--- config.mk ---
export PLATFORM = sky130hd
export DESIGN_NAME = exc_sequencer
export DESIGN_NICKNAME = d
export VERILOG_FILES = /design/src/rtl/exc_pkg.sv /design/src/rtl/exc_sequencer.sv
export SDC_FILE = /design/constraint.sdc
export NUM_CORES = 1
export LEC_CHECK = 0
export CAP_MARGIN = 5
export CELL_PAD_IN_SITES_DETAIL_PLACEMENT = 2
export CELL_PAD_IN_SITES_GLOBAL_PLACEMENT = 2
export CORE_MARGIN = 3
export CORE_UTILIZATION = 36
export CTS_CLUSTER_DIAMETER = 40
export DETAILED_ROUTE_END_ITERATION = 16
export DONT_BUFFER_PORTS = 1
export PLACE_DENSITY = 0.91
export SYNTH_ARGS = -nofsm -noshare
export SYNTH_HDL_FRONTEND = slang
export SYNTH_SLANG_ARGS = --single-unit
--- constraint.sdc ---
create_clock -name clk -period 2.74 [get_ports clk]
set_input_delay 0.548 -clock clk [delete_from_list [all_inputs] [get_ports clk]]
set_output_delay 0.548 -clock clk [all_outputs]
set_load 0.005 [all_outputs]
--- src/rtl/exc_pkg.sv ---
// Shared types for the exception sequencer (state encoding, cause codes, EPC offset).
// The RET state exists only when EXC_RFE_EN is defined.
package exc_pkg;

  typedef enum logic [2:0] {
    IDLE,
    FETCH,
    LOAD,
`ifdef EXC_RFE_EN
    DONE,
    RET
`else
    DONE
`endif
  } state_t;

  typedef enum logic [1:0] {
    CAUSE_OPCODE = 2'd0,
    CAUSE_OVF    = 2'd1,
    CAUSE_DIV0   = 2'd2
  } cause_t;

  localparam logic [31:0] EPC_OFFSET = 32'd4;

endpackage

--- src/rtl/exc_sequencer.sv ---
// Exception sequencer: latches cause/EPC, reads the handler byte from the vector
// table and loads it into PC. Optional return-from-exception path under EXC_RFE_EN.
module exc_sequencer
  import exc_pkg::*;
#(
  parameter logic [31:0] VEC_BASE = 32'd253,
  parameter int          MEM_LAT  = 1
) (
  input  logic        clk,
  input  logic        reset,
  input  logic        opcode_req,
  input  logic        ovf_req,
  input  logic        div0_req,
`ifdef EXC_RFE_EN
  input  logic        rfe_req,
`endif
  input  logic [31:0] pc_in,
  input  logic [31:0] mem_data,
  output logic        busy,
  output logic [31:0] mem_addr,
  output logic        mem_sel,
  output logic [31:0] pc_next,
  output logic        pc_load,
  output logic [31:0] epc,
  output logic [1:0]  cause,
  output logic        done,
  output logic        dbl_fault
);

  localparam logic [1:0] LAT_M1 = 2'(MEM_LAT - 1);

  state_t      state, state_n;
  logic [1:0]  cnt, cnt_n;
  logic [31:0] epc_q;
  logic [1:0]  cause_q;
  logic        dbl_q;
  logic        exc_req, accept;
  cause_t      cause_sel;
  logic        unused_mem_hi;

  assign exc_req       = opcode_req | ovf_req | div0_req;
  assign unused_mem_hi = ^mem_data[31:8];

  // Fixed priority: opcode > overflow > div0; losers are simply dropped.
  always_comb begin
    cause_sel = CAUSE_DIV0;
    if (opcode_req)   cause_sel = CAUSE_OPCODE;
    else if (ovf_req) cause_sel = CAUSE_OVF;
  end

  always_ff @(posedge clk or posedge reset) begin
    if (reset) begin
      state   <= IDLE;
      cnt     <= 2'd0;
      epc_q   <= 32'd0;
      cause_q <= 2'd0;
      dbl_q   <= 1'b0;
    end else begin
      state <= state_n;
      cnt   <= cnt_n;
      if (accept) begin
        epc_q   <= pc_in - EPC_OFFSET;
        cause_q <= cause_sel;
      end
      if (busy && exc_req) dbl_q <= 1'b1;
    end
  end

  always_comb begin
    state_n  = state;
    cnt_n    = cnt;
    accept   = 1'b0;
    mem_sel  = 1'b0;
    mem_addr = 32'd0;
    pc_next  = 32'd0;
    pc_load  = 1'b0;
    done     = 1'b0;
    case (state)
      IDLE: begin
        if (exc_req) begin
          accept  = 1'b1;
          cnt_n   = LAT_M1;
          state_n = FETCH;
        end
`ifdef EXC_RFE_EN
        else if (rfe_req) state_n = RET;
`endif
      end
      FETCH: begin
        mem_sel  = 1'b1;
        mem_addr = VEC_BASE + {30'd0, cause_q};
        if (cnt == 2'd0) state_n = LOAD;
        else             cnt_n   = cnt - 2'd1;
      end
      LOAD: begin
        mem_sel  = 1'b1;
        mem_addr = VEC_BASE + {30'd0, cause_q};
        pc_next  = {24'd0, mem_data[7:0]};
        pc_load  = 1'b1;
        state_n  = DONE;
      end
      DONE: begin
        done    = 1'b1;
        state_n = IDLE;
      end
`ifdef EXC_RFE_EN
      RET: begin
        pc_next = epc_q;
        pc_load = 1'b1;
        state_n = DONE;
      end
`endif
      default: state_n = IDLE;
    endcase
  end

  assign busy      = (state != IDLE);
  assign epc       = epc_q;
  assign cause     = cause_q;
  assign dbl_fault = dbl_q;

endmodule
==> results.yml <==
setup_path:
  timing.critical_path.cells: "inv_1 -> ha_1 -> nor2b_1"
  reg2reg_depth: 6
  cpPeakStageDelay_ns: 0.55
  data_arrival_critical_path_ns: 1.76
  endpoint_of_the_worst_slack_reg_to_reg_timing_path: "state[0]$_DFFE_PP0P_"
  critPathLaunchType: "flip-flop"
  criticalPathCategory: "reg -> out"
  critical_path.reg2reg.startpoint: "state[0]$_DFFE_PP0P_"
  crit_path_start: "state[0]$_DFFE_PP0P_"
  end_kind: "output pin"
  crit_required_ns: 2.19
  cpMaxStageDelayCell: "sky130_fd_sc_hd__nor2b_1"
  cp_max_fo: 6
  register_to_register_setup_slack_ns: 0.63
clock_tree:
  cts_resized: 0
  clock_latency_ns: 0.29
  clkSlewWorstSetupHoldPaths_ns: 0.08
  cts.path.max_buffers: 2
  clock_sinks: 39
  cts_hold_repair.buffers: 0
  cts.root.buffer_cell: "sky130_fd_sc_hd__clkbuf_8"
  cts-buffers-inserted: 5
  post_cts_setup_buffers: 0
  h-tree-depth: 2
  tritoncts: "done"
cells_and_area:
  final_cell_area_mm2: 0.00266
  layout.nets: 377
  num_antenna_cells: 0
  area_delta_synth_final_pct: 0.472
  num-fill-cells: 842
  final-instance-count-excl-fill: 397
  final_layout_size_suffix_gt1_share_pct: 7.97
grt:
  grtUsageTotal_pct: 16.8
  grt.met3_usage_pct: 5.91
  met2_usage_pct: 30.9
  maximum_number_of_pins_on_one_net_before_global_route_repair: 37
  grt_pass1_vias: 2189
  use_met1_pct: 18.3
  antenna_found_initial: 0
  wire_length_of_the_first_global_routing_pass_um: 11400
  grt_remaining_overflow: 0
  top_usage_layer: "met2"
synth:
  synthesized_area_per_cell_um2: 8.75
  postSynth.asyncResetShare_pct: 100
  ys_ff_latch: 39
  synth-edff-count: 0
  synth.cell_area_mm2: 0.00265
  ys_warn_count: 0
  share_of_the_yosys_chip_area_belonging_to_registers_pct: 36.8
  synthDistinctLibCells: 41
  postSynthCellCount: 303
  synth_ff_type: "sky130_fd_sc_hd__dfrtp_1"
status:
  run_status: "complete, no violations"
power_and_ir_drop:
  leakagePower_uw: 0.00114
  total_power_uw: 2420
  power_density_mw_per_mm2: 907
  max-vdd-ir-drop_mv: 0.370
timing:
  totalNegativeSetupSlack_ns: 0
  final_count_of_hold_timing_violations: 0
  final.min_clock_period_ns: 2.31
  grt_setup_unrepaired: "false"
  timing.max_slew.rel_slack_pct: 51.7
  timing_worst_slew_pin_value_ns: 0.721
  timing.final.max_slew_violations: 0
  finalSetupViolations: 0
  clock.fmax_mhz: 433
  skew_ns: 0.00344
  final.period_utilization_pct: 84.2
  fin_worst_hold_slack_ns: 0.172
die:
  io_pins: 172
  fp-row-count: 30
  floorplan_core_area_mm2: 0.00698
  design.die.area_mm2: 0.00843
  floorplan.die.width_um: 91.8
  floorplan.initialDensity_pct: 38.0
  chip_height_um: 91.8
drt:
  drt-total-wl_um: 7000
  via_count: 1930
  detail_route.vias_per_cell: 4.86
  detail_route.wl_per_cell_um: 17.6
  dr.pass1.iters: 3
  drt_iter0_drc: 76
  route.antenna.remaining_nets: 0
  detail_route.drc_violations: 0
worst_hold_path:
  hold_class: "in -> async"
placement:
  portBuffers: 0
  placed_cell_area_mm2: 0.00256
  rd_place_congestion: 0.694
  dpl.hpwl_um: 5670
  numPlacedInstances: 389
run:
  timing.max_cap.violations: 0
-- per-layer routing --
layer  wire, um  up-vias
li1           -      904
met5          0        -
met3        623        8
met4         93        0
met2       3650       90
met1       2630      928
-- Yosys cell counts (5+ instances only) --
| cell | number | area [um2] |
|---|---|---|
| sky130_fd_sc_hd__xnor2_1 | 21 | 184 |
| sky130_fd_sc_hd__nor4_2 | 6 | 75.1 |
| sky130_fd_sc_hd__nor3_1 | 9 | 45.0 |
| sky130_fd_sc_hd__o21ai_1 | 9 | 45.0 |
| sky130_fd_sc_hd__inv_1 | 9 | 33.8 |
| sky130_fd_sc_hd__buf_4 | 52 | 390 |
| sky130_fd_sc_hd__a21oi_1 | 5 | 25.0 |
| sky130_fd_sc_hd__nor2_1 | 16 | 60.1 |
| sky130_fd_sc_hd__dfrtp_1 | 39 | 976 |
| sky130_fd_sc_hd__ha_1 | 8 | 100 |
| sky130_fd_sc_hd__clkbuf_1 | 7 | 26.3 |
| sky130_fd_sc_hd__nand2_1 | 46 | 173 |
| sky130_fd_sc_hd__o21ai_0 | 23 | 115 |
| sky130_fd_sc_hd__and2_1 | 11 | 68.8 |
-- worst max-delay path, delay by kind of cell, from the launching register on --
| family | cells | cell delay [ns] |
|---|---|---|
| adders and majority gates | 1 | 0.41 |
| buffers and inverters | 1 | 0.10 |
| DFF | 1 | 0.41 |
| and+or+nand+nor | 1 | 0.55 |
-- layout make-up --
class / count / area (um2) / area share, %
Inverter: 9 / 33.8 / 1.27
Timing Repair Buffer: 5 / 50.0 / 1.88
Clock buffer: 8 / 100 / 3.76
Sequential cell: 39 / 976 / 36.6
Multi-Input combinational cell: 240 / 1380 / 51.9
Tap cell: 96 / 120 / 4.51
-- kinds of logic (layout without fill, tap and decap cells) --
group	count (synthesis)	after routing	synth area share, %
AND/OR/NAND/NOR	115	115	24.1
other	1	47	0.141
adder cells (fa/ha/maj)	8	8	3.78
XOR/XNOR	25	25	8.26
flip-flops	39	39	36.8
AO/OA/AOI/OAI	45	45	9.34
buffers and inverters	70	22	17.6
-- where the power goes --
part	internal, uW	leakage (uW)	switching (uW)
Clock	230	0.0000515	208
Combinational	314	0.000612	579
Sequential	848	0.000478	238
-- flip-flops by register name, summed over array words and instances, names as in the netlist --
| name | cells |
|---|---|
| dbl_fault | 1 |
| cause | 2 |
| cnt | 2 |
| epc | 32 |
| state | 2 |
-- worst max-delay path by stage --
stage	end
4_1_cts	mem_addr[2]
3_5_place_dp	epc[24]$_DFFE_PP0P_
2_1_floorplan	epc[26]$_DFFE_PP0P_
5_1_grt	mem_addr[2]
6_report	mem_addr[2]
3_3_place_gp	epc[24]$_DFFE_PP0P_
-- placed cells by master (no fill, tap or decap), drive strengths merged --
cell type,netlist,routed
conb,1,47
nand2,46,46
dfrtp,39,39
o21ai,33,33
xnor2,21,21
nor2,16,16
and2,11,11
nor4,11,11
nor3,9,9
inv,9,8
ha,8,8
clkbuf,7,8
a21oi,5,5
buf,54,5
xor2,4,4
nand2b,4,4
nor2b,3,3
or4,3,3
a31oi,2,2
or3,2,2
nand3b,2,2
nor4b,2,2
nor3b,1,1
nand4b,1,1
o21bai,1,1
nand3,1,1
o32ai,1,1
and4b,1,1
and2b,1,1
clkinv,0,1
nand4,1,1
o31ai,1,1
a311oi,1,1
o31a,1,1
-- stage by stage --
stage | worst slack (ns) | utilization (%)
6_report | 0.433 | 38.2
3_3_place_gp | 0.348 | 36.7
5_1_grt | 0.253 | 38.2
2_1_floorplan | 0.468 | -
3_5_place_dp | 0.311 | 36.7
4_1_cts | 0.409 | 38.2
Power figures use the tool's default switching activity.
